`src/rtl/div_pkg.sv`:
```
// Shared definitions for the sequential restoring divider:
// FSM state encoding and the iteration-counter width helper.
package div_pkg;

   // Explicit state encodings so waveforms and debug probes read consistently.
   localparam logic [1:0] ENC_IDLE = 2'd0;
   localparam logic [1:0] ENC_RUN  = 2'd1;
   localparam logic [1:0] ENC_DONE = 2'd2;

   typedef enum logic [1:0] {
      IDLE = ENC_IDLE,
      RUN  = ENC_RUN,
      DONE = ENC_DONE
   } state_t;

   // The counter must be able to hold values up to WIDTH.
   function automatic int cnt_width(input int width);
      return $clog2(width + 1);
   endfunction

endpackage

```
`src/rtl/seq_divider_if.sv`:
```
// Start/busy/done handshake and operand/result bus of the divider.
// master: the requester driving operands; slave: the divider itself.
interface seq_divider_if #(
   parameter int WIDTH = 4
);
   logic             start;
   logic [WIDTH-1:0] dividend;
   logic [WIDTH-1:0] divisor;
   logic             busy;
   logic             done;
   logic [WIDTH-1:0] quotient;
   logic [WIDTH-1:0] remainder;
   logic             div_by_zero;

   modport master (
      output start, dividend, divisor,
      input  busy, done, quotient, remainder, div_by_zero
   );

   modport slave (
      input  start, dividend, divisor,
      output busy, done, quotient, remainder, div_by_zero
   );
endinterface

```
`src/rtl/div_step.sv`:
```
// One restoring-division step: shift the next dividend bit into the
// partial remainder, trial-subtract the divisor, keep or restore.
module div_step #(
   parameter int WIDTH = 4
) (
   input  logic [WIDTH:0]   rem,
   input  logic             bit_in,
   input  logic [WIDTH-1:0] divisor,
   output logic [WIDTH:0]   rem_next,
   output logic             q_bit
);
   // One extra bit above the shifted remainder acts as the borrow/sign flag
   // of the trial subtraction.
   logic [WIDTH+1:0] shifted;
   logic [WIDTH+1:0] diff;

   assign shifted = {rem, bit_in};
   assign diff    = shifted - {2'b00, divisor};

   // Non-negative difference means the divisor fits: keep it and emit a 1.
   always_comb begin
      q_bit    = ~diff[WIDTH+1];
      rem_next = shifted[WIDTH:0];
      if (q_bit) begin
         rem_next = diff[WIDTH:0];
      end
   end
endmodule

```
`src/rtl/seq_divider.sv`:
```
// Sequential restoring divider: one quotient bit per clock behind a
// start/busy/done handshake. Divide-by-zero short-circuits to DONE.
module seq_divider
   import div_pkg::*;
#(
   parameter int WIDTH = 4
) (
   input  logic          clk,
   input  logic          rst,
   seq_divider_if.slave  bus
);
   localparam int             CNT_W = cnt_width(WIDTH);
   localparam logic [CNT_W-1:0] LAST = CNT_W'(WIDTH - 1);

   state_t state_reg, state_next;

   // Working registers: partial remainder, dividend/quotient shift register,
   // captured divisor and the step counter.
   logic [WIDTH:0]   rem_reg;
   logic [WIDTH-1:0] dvd_reg;
   logic [WIDTH-1:0] dsr_reg;
   logic [CNT_W-1:0] cnt_reg;

   // Result registers, held until the next accepted start.
   logic [WIDTH-1:0] quo_reg;
   logic [WIDTH-1:0] rmd_reg;
   logic             dbz_reg;

   logic             accept;
   logic             step;
   logic             last_step;
   logic             busy;
   logic             done;
   logic [WIDTH:0]   rem_step;
   logic             q_bit;
   logic [WIDTH-1:0] quo_step;

   div_step #(.WIDTH(WIDTH)) u_step (
      .rem      (rem_reg),
      .bit_in   (dvd_reg[WIDTH-1]),
      .divisor  (dsr_reg),
      .rem_next (rem_step),
      .q_bit    (q_bit)
   );

   // The freed dividend LSB collects the new quotient bit.
   assign quo_step = {dvd_reg[WIDTH-2:0], q_bit};

   // Next-state logic and handshake outputs decoded from the current state.
   always_comb begin
      state_next = state_reg;
      accept     = 1'b0;
      step       = 1'b0;
      last_step  = 1'b0;
      busy       = 1'b0;
      done       = 1'b0;
      case (state_reg)
         IDLE: begin
            if (bus.start) begin
               accept     = 1'b1;
               state_next = (bus.divisor == '0) ? DONE : RUN;
            end
         end
         RUN: begin
            busy = 1'b1;
            step = 1'b1;
            if (cnt_reg == LAST) begin
               last_step  = 1'b1;
               state_next = DONE;
            end
         end
         DONE: begin
            done       = 1'b1;
            state_next = IDLE;
         end
         default: begin
            state_next = IDLE;
         end
      endcase
   end

   // State register; reset drops any in-flight operation.
   always_ff @(posedge clk or posedge rst) begin
      if (rst) begin
         state_reg <= IDLE;
      end else begin
         state_reg <= state_next;
      end
   end

   // Working datapath: load on accept, one restoring step per RUN cycle.
   always_ff @(posedge clk or posedge rst) begin
      if (rst) begin
         rem_reg <= '0;
         dvd_reg <= '0;
         dsr_reg <= '0;
         cnt_reg <= '0;
      end else if (accept) begin
         rem_reg <= '0;
         dvd_reg <= bus.dividend;
         dsr_reg <= bus.divisor;
         cnt_reg <= '0;
      end else if (step) begin
         rem_reg <= rem_step;
         dvd_reg <= quo_step;
         cnt_reg <= cnt_reg + 1'b1;
      end
   end

   // Results: cleared (or set to the divide-by-zero values) on accept,
   // written from the final step, otherwise held.
   always_ff @(posedge clk or posedge rst) begin
      if (rst) begin
         quo_reg <= '0;
         rmd_reg <= '0;
         dbz_reg <= 1'b0;
      end else if (accept) begin
         if (bus.divisor == '0) begin
            quo_reg <= '1;
            rmd_reg <= bus.dividend;
            dbz_reg <= 1'b1;
         end else begin
            quo_reg <= '0;
            rmd_reg <= '0;
            dbz_reg <= 1'b0;
         end
      end else if (last_step) begin
         quo_reg <= quo_step;
         rmd_reg <= rem_step[WIDTH-1:0];
      end
   end

   assign bus.busy        = busy;
   assign bus.done        = done;
   assign bus.quotient    = quo_reg;
   assign bus.remainder   = rmd_reg;
   assign bus.div_by_zero = dbz_reg;

endmodule

```
`src/flat_wrapper.sv`:
```
// flat-port wrapper written by rule: the top's interface ports become plain ports
module seq_divider_flat import div_pkg::*;
#(
   parameter int WIDTH = 4
)
  (clk, rst, bus_start, bus_dividend, bus_divisor, bus_busy, bus_done, bus_quotient, bus_remainder, bus_div_by_zero);
  seq_divider_if #(.WIDTH(WIDTH)) bus_i ();
  input  logic clk;
  input  logic rst;
  input wire logic [$bits(bus_i.start)-1:0] bus_start;
  input wire logic [$bits(bus_i.dividend)-1:0] bus_dividend;
  input wire logic [$bits(bus_i.divisor)-1:0] bus_divisor;
  output wire logic [$bits(bus_i.busy)-1:0] bus_busy;
  output wire logic [$bits(bus_i.done)-1:0] bus_done;
  output wire logic [$bits(bus_i.quotient)-1:0] bus_quotient;
  output wire logic [$bits(bus_i.remainder)-1:0] bus_remainder;
  output wire logic [$bits(bus_i.div_by_zero)-1:0] bus_div_by_zero;
  assign bus_i.start = bus_start;
  assign bus_i.dividend = bus_dividend;
  assign bus_i.divisor = bus_divisor;
  assign bus_busy = bus_i.busy;
  assign bus_done = bus_i.done;
  assign bus_quotient = bus_i.quotient;
  assign bus_remainder = bus_i.remainder;
  assign bus_div_by_zero = bus_i.div_by_zero;
  seq_divider #(.WIDTH(WIDTH)) u_core (.clk(clk), .rst(rst), .bus(bus_i));
endmodule
```
`config.mk`:
```
export PLATFORM = sky130hd
export DESIGN_NAME = seq_divider_flat
export DESIGN_NICKNAME = d
export VERILOG_FILES = /design/src/rtl/div_pkg.sv /design/src/rtl/seq_divider_if.sv /design/src/rtl/div_step.sv /design/src/rtl/seq_divider.sv /design/src/flat_wrapper.sv
export SDC_FILE = /design/constraint.sdc
export NUM_CORES = 1
export LEC_CHECK = 0
export ABC_CLOCK_PERIOD_IN_PS = 3800
export BUFFER_PORTS_ARGS = -buffer_cell sky130_fd_sc_hd__buf_2
export CORE_UTILIZATION = 35
export DETAILED_ROUTE_END_ITERATION = 10
export PLACE_DENSITY = 0.52
export SETUP_SLACK_MARGIN = 0.2
export SLEW_MARGIN = 15
export SYNTH_ARGS = -nofsm -noshare
export SYNTH_HDL_FRONTEND = slang
export SYNTH_SLANG_ARGS = --single-unit
```
`constraint.sdc`:
```
create_clock -name clk -period 3.8 [get_ports clk]
set_clock_uncertainty 0.2 [all_clocks]
set_input_delay 0.76 -clock clk [delete_from_list [all_inputs] [get_ports clk]]
set_output_delay 0.76 -clock clk [all_outputs]
set_load 0.02 [all_outputs]
```
==> flow_metrics.py, run 1 <==
metrics = {
    "run_status": {
        "outcome": "finished clean",
    },
    "critical_path": {
        "worstPathMaxFanout": 11,
        "rrSetupSlack_ns": 1.44,
        "worstPathArrival_ns": 1.54,
        "endpoint_kind": "output port",
        "path_class": "reg2out",
        "crit_path_start_kind": "flip-flop",
        "worstPathRequired_ns": 2.84,
    },
    "run": {
        "maxCapViolCount": 0,
    },
    "global_routing": {
        "grt_overflow_total": 0,
        "grt_max_degree": 28,
        "grt_pass1_wl_mm": 5.340,
        "grt_pass1_vias": 1124,
        "grt.total_usage_pct": 16.77,
        "antenna_found_initial": 0,
    },
    "layout": {
        "stdcell_area_um2": 1608,
        "antennaDiodeCount": 0,
        "drive_gt1_share_pct": 16.86,
        "syn_to_final_growth_pct": 14.22,
        "largest_register_ffs": 5,
        "mostFrequentLayoutCells": "dfrtp_1, nand2_1, buf_2",
        "num-nets-final": 191,
        "layout.cells.non_filler": 220,
        "mostFrequentLayoutCell": "dfrtp_1",
    },
    "clock_network": {
        "cts_tree": "built",
        "clock_sinks": 27,
        "post_cts_buffers": 0,
        "clock_path_buffers": 2,
        "numCtsBuffers": 3,
        "clk_pin_slew_ns": 0.10,
        "cts_resized": 0,
        "clock_latency_ns": 0.27,
        "root_buffer": "clkbuf_8",
        "htreeDepth": 1,
        "cts_hold_buf": 0,
    },
    "yosys": {
        "synth.yosys.warnings": 0,
        "postSynthCellCount": 150,
        "synth_edf_count": 0,
        "ys_types": 35,
        "synthFlopType": "dfrtp_1",
        "syn_nets": 168,
        "ys_ff_latch": 27,
        "syn_area_um2": 1408,
        "synthArstFlopShare_pct": 100.0,
        "ys_seq_area_share_pct": 48.00,
        "syn_area_per_cell_um2": 9.384,
    },
    "sta": {
        "maxSlewViolCount": 0,
        "fmax_mhz": 399.9,
        "hold_ws_ns": 0.2932,
        "finalCriticalPeriod_ns": 2.501,
        "finalSetupViolations": 0,
        "slew_headroom_pct": 31.72,
        "worstMarginPinSlew_ns": 1.023,
        "hold_violations": 0,
        "fin_crit_sh_pct": 65.81,
        "setup_tns_ns": 0,
        "rsz0062_at_grt": "no",
    },
    "place": {
        "place_congestion": 0.7884,
        "numPortBuffers": 21,
        "dp.final_hpwl_mm": 2.401,
        "postPlaceCellArea_um2": 1562,
        "post-place-cells": 216,
    },
    "route": {
        "ant_nets": 0,
        "wl_mm": 3.171,
        "drt_first_pass_iters": 4,
        "drc": 0,
        "routed_via_density": 5.295,
        "via_count": 1165,
        "wl_per_cell_um": 14.41,
        "drt_iter0_drc": 62,
    },
    "die": {
        "die_x_um": 65.42,
        "rows": 22,
        "num_io_pins": 22,
        "core_um2": 3771,
        "die_area_um2": 4279,
        "initial_core_util_pct": 37.33,
        "die_h_um": 65.42,
    },
    "power_and_ir_drop": {
        "powerDensity_nw_per_um2": 945.9,
        "ir_drop_v": 0.0002704,
        "p_total_uw": 1521,
        "p_leak_uw": 0.0007662,
    },
    "min_path": {
        "hp-class": "reg2reg",
    },
}
[cells by family (layout without fill, tap and decap cells)]
| kind of cell | count (synthesis) | in the layout | share of synthesized area [%] |
|---|---|---|---|
| buf+inv | 14 | 36 | 3.733 |
| fa+ha+maj | 7 | 7 | 6.755 |
| flops | 27 | 27 | 48.00 |
| compound gates | 46 | 46 | 21.60 |
| simple gates | 51 | 51 | 16.36 |
| xor+xnor | 1 | 1 | 0.6223 |
| mux | 4 | 4 | 2.933 |
[worst max-delay path, cell delays in order, from the launching register on]
cell and delay (ns):
dfrtp_1 0.41, inv_1 0.16, nand2_1 0.24, inv_1 0.25
buf_2 0.21
[worst paths after layout]
path                                                     from                                  end  depth (start not counted)
setup / recovery              u_core.state_reg[1]$_DFFE_PP0P_                             bus_busy                          4
hold / removal             u_core.bus.div_by_zero$_DFFE_PP0P_   u_core.bus.div_by_zero$_DFFE_PP0P_                          1
setup reg to reg                u_core.rem_reg[1]$_DFFE_PP0P_  u_core.bus.remainder[0]$_DFFE_PP0P_                          6
hold reg to reg            u_core.bus.div_by_zero$_DFFE_PP0P_   u_core.bus.div_by_zero$_DFFE_PP0P_                          1
max in group asynchronous                                 rst        u_core.dvd_reg[1]$_DFFE_PP0P_                          2
min in group asynchronous                                 rst   u_core.bus.quotient[3]$_DFFE_PP0P_                          2
[layout make-up]
| cell class | instances | area, um2 |
|---|---|---|
| timing repair buffer | 21 | 105.1 |
| multi-input combinational | 109 | 679.4 |
| clock inverter | 1 | 5.005 |
| fill | 384 | 2163 |
| tap | 48 | 60.06 |
| inverter | 11 | 41.29 |
| clock buffer | 3 | 41.29 |
| sequential | 27 | 675.6 |
[per-stage QoR]
step | worst slack [ns] | util, %
floorplan | 1.683 | -
global placement | 1.503 | 41.41
detailed placement | 1.478 | 41.41
CTS | 1.285 | 42.63
global route | 1.144 | 42.63
finish | 1.299 | 42.63
[power by group]
part / switching [uW] / internal (uW)
clock network: 94.1 / 73.6
registers: 96.3 / 414
logic: 508 / 335
total: 698 / 822
[Yosys cell counts, types with 2 or more instances]
cell      instances  area, um2
nor2_1           12      45.04
a21oi_1           9      45.04
clkbuf_1          3      11.26
mux2i_1           3      30.03
or4_1             2      15.01
nand3_1           4      20.02
ha_1              6      75.07
a22oi_1           3      22.52
dfrtp_1          27      675.7
nor3_1            3      15.01
inv_1            11      41.29
a21o_1            3      22.52
o21ai_0          15      75.07
o22ai_1           6      37.54
nand2b_1          2      12.51
nand2_1          22      82.58
[routing by layer]
layer	GRT usage [%]	wire (um)
met1	22.16	1555
met2	26.55	1422
met3	3.299	145
met4	7.065	48
met5	0	0
Power figures use the tool's default switching activity.
==> run 2, diff against run 1 <==
--- a/config.mk
+++ b/config.mk
@@ -5,7 +5,7 @@
 export SDC_FILE = /design/constraint.sdc
 export NUM_CORES = 1
 export LEC_CHECK = 0
-export ABC_CLOCK_PERIOD_IN_PS = 3800
+export ABC_CLOCK_PERIOD_IN_PS = 2440
 export BUFFER_PORTS_ARGS = -buffer_cell sky130_fd_sc_hd__buf_2
 export CORE_UTILIZATION = 35
 export DETAILED_ROUTE_END_ITERATION = 10
==> constraint.sdc (replaced) <==
create_clock -name clk -period 2.44 [get_ports clk]
set_clock_uncertainty 0.2 [all_clocks]
set_input_delay 0.488 -clock clk [delete_from_list [all_inputs] [get_ports clk]]
set_output_delay 0.488 -clock clk [all_outputs]
set_load 0.02 [all_outputs]
==> run 2 against run 1 <==
Against the previous run:
- utilization up 4.1 points
- count of clock-buffer cells in the layout unchanged
- critical endpoint is now u_core.rem_reg[4]$_DFFE_PP0P_
- register-to-register slack worse by 1.2 ns
- clock power up 49%
- combinational power grew 100%
- sequential share of layout area is 3.7 points lower
- largest cell class unchanged
- via count rose by 3.9%
- hold slack got worse by 0.24 ns
- final cell count increased by 5.5%
- critical path type is now reg2reg
- total power up 80%
- first-iteration DRC count grew 44%
==> flow_metrics.py, run 2 (synthesis gave the netlist of run 1 again) <==
metrics = {
    "sta": {
        "finalCriticalPeriod_ns": 2.191,
        "slew_headroom_pct": 70.42,
        "fin_crit_sh_pct": 89.79,
        "maxSlewViolCount": 0,
        "fmax_mhz": 456.5,
        "rsz0062_at_grt": "yes",
        "worstMarginPinSlew_ns": 0.4396,
        "setup_tns_ns": 0,
        "finalSetupViolations": 0,
        "hold_violations": 0,
    },
    "route": {
        "via_count": 1211,
        "wl_per_cell_um": 14.95,
        "drt_iter0_drc": 89,
        "drc": 0,
        "routed_via_density": 5.220,
        "wl_mm": 3.469,
        "ant_nets": 0,
        "drt_first_pass_iters": 4,
    },
    "power_and_ir_drop": {
        "switching_share_pct": 44.12,
        "sequentialPowerShare_pct": 29.3,
        "p_total_uw": 2741,
        "ir_drop_v": 0.0007221,
        "p_clk_share_pct": 9.2,
        "combinationalPowerShare_pct": 61.5,
        "p_leak_uw": 0.0008340,
        "intPower_uw": 1532,
        "powerDensity_nw_per_um2": 1556,
        "p_switching_uw": 1210,
    },
    "critical_path": {
        "worstPathArrival_ns": 2.20,
        "rrSetupSlack_ns": 0.25,
        "cpMaxStageDelayCell": "or4_1",
        "endpoint_kind": "flip-flop",
        "slowest_delay_ns": 0.47,
        "path_class": "reg2reg",
        "crit_path_start_kind": "flip-flop",
        "worstPathRequired_ns": 2.45,
        "worstPathMaxFanout": 2,
        "path_cells": "inv_2, ha_4, inv_2, fa_2, a21o_1, a21o_1, or4_1, nand3_1",
    },
    "layout": {
        "num-nets-final": 203,
        "drive_gt1_share_pct": 28.80,
        "syn_to_final_growth_pct": 25.16,
        "mostFrequentLayoutCells": "dfrtp_1, nand2_1, buf_2",
        "mostFrequentLayoutCell": "dfrtp_1",
        "antennaDiodeCount": 0,
        "largest_register_ffs": 5,
    },
    "clock_network": {
        "numCtsBuffers": 3,
        "htreeDepth": 1,
        "clock_sinks": 27,
        "cts_tree": "built",
        "clk_pin_slew_ns": 0.09,
        "clock_path_buffers": 2,
        "root_buffer": "clkbuf_8",
        "clock_latency_ns": 0.27,
    },
    "die": {
        "rows": 22,
        "die_h_um": 65.42,
        "die_area_um2": 4279,
        "die_x_um": 65.42,
        "core_um2": 3771,
        "initial_core_util_pct": 37.33,
        "num_io_pins": 22,
    },
    "global_routing": {
        "grt_pass1_wl_mm": 5.582,
        "grt_pass1_vias": 1139,
        "antenna_found_initial": 0,
        "grt_overflow_total": 0,
        "grt_max_degree": 28,
        "grt.total_usage_pct": 17.17,
    },
    "run": {
        "maxCapViolCount": 0,
    },
    "place": {
        "numPortBuffers": 21,
        "place_congestion": 0.7782,
        "dp.final_hpwl_mm": 2.489,
    },
    "run_status": {
        "outcome": "finished clean",
    },
    "min_path": {
        "hp-class": "in2async",
    },
}
run 2: final timing paths:
| path | from | endpoint | cells after the start |
|---|---|---|---|
| max | u_core.dvd_reg[3]$_DFFE_PP0P_ | u_core.rem_reg[4]$_DFFE_PP0P_ | 8 |
| min | rst | u_core.dvd_reg[2]$_DFFE_PP0P_ | 3 |
| max reg2reg | u_core.dvd_reg[3]$_DFFE_PP0P_ | u_core.rem_reg[4]$_DFFE_PP0P_ | 8 |
| min reg2reg | u_core.cnt_reg[2]$_DFFE_PP0P_ | u_core.cnt_reg[2]$_DFFE_PP0P_ | 2 |
| max in group asynchronous | rst | u_core.cnt_reg[2]$_DFFE_PP0P_ | 3 |
| min in group clk | bus_divisor[0] | u_core.dsr_reg[0]$_DFFE_PP0P_ | 3 |
run 2: layout make-up:
class	count	area, um2
timing repair buffer	33	195.2
inverter	11	41.29
multi-input combinational	109	743.2
clock buffer	3	41.29
tap	48	60.06
clock inverter	1	5.005
sequential	27	675.6
fill	373	2009
run 2: metrics by stage:
| step | instances | utilization [%] | worst slack (ns) | hold WS, ns | instance area, um2 |
|---|---|---|---|---|---|
| after detailed placement | 220 | 42.20 | 0.1868 | 0.2784 | 1592 |
| after global routing | 232 | 46.72 | 0.1466 | 0.09676 | 1762 |
| after floorplan | 150 | - | 0.3233 | 0.2497 | 1408 |
| after global placement | 220 | 42.20 | 0.2377 | 0.2643 | 1592 |
| final | 232 | 46.72 | 0.2492 | 0.05363 | 1762 |
| after CTS | 226 | 44.36 | 0.2180 | 0.06640 | 1673 |
run 2: timing repair:
item | 4_1_cts | 5_1_grt
setup buffers | 2 | 6
hold buffers | 0 | 0
pin swaps | 2 | 8
endpoints found under the setup margin | 3 | 7
resized for setup | 6 | 15
run 2: layer usage:
| layer | vias up | global-route usage, % | wire length [um] | part of all wire [%] |
|---|---|---|---|---|
| met5 | - | 0 | 0 | 0 |
| met4 | 0 | 3.261 | 17 | 0.49 |
| met3 | 2 | 3.993 | 139 | 4.0 |
| met2 | 24 | 27.06 | 1639 | 47 |
| met1 | 587 | 24.04 | 1672 | 48 |
| li1 | 598 | - | - | - |
run 2: worst max-delay path: cells and delay by family, from the launching register on:
family / cells / cell delay, ns
buffers and inverters: 2 / 0.12
DFF: 1 / 0.41
adders and majority gates: 2 / 0.49
AOI/OAI and AO/OA: 2 / 0.34
and+or+nand+nor: 2 / 0.57
run 2: power by group through the flow:
stage	clock [uW]	sequential, uW	combinational [uW]
floorplan	0	812	964
global placement	0	799	1330
detailed placement	0	805	1360
CTS	259	791	1460
global route	279	829	1870
finish	251	804	1690
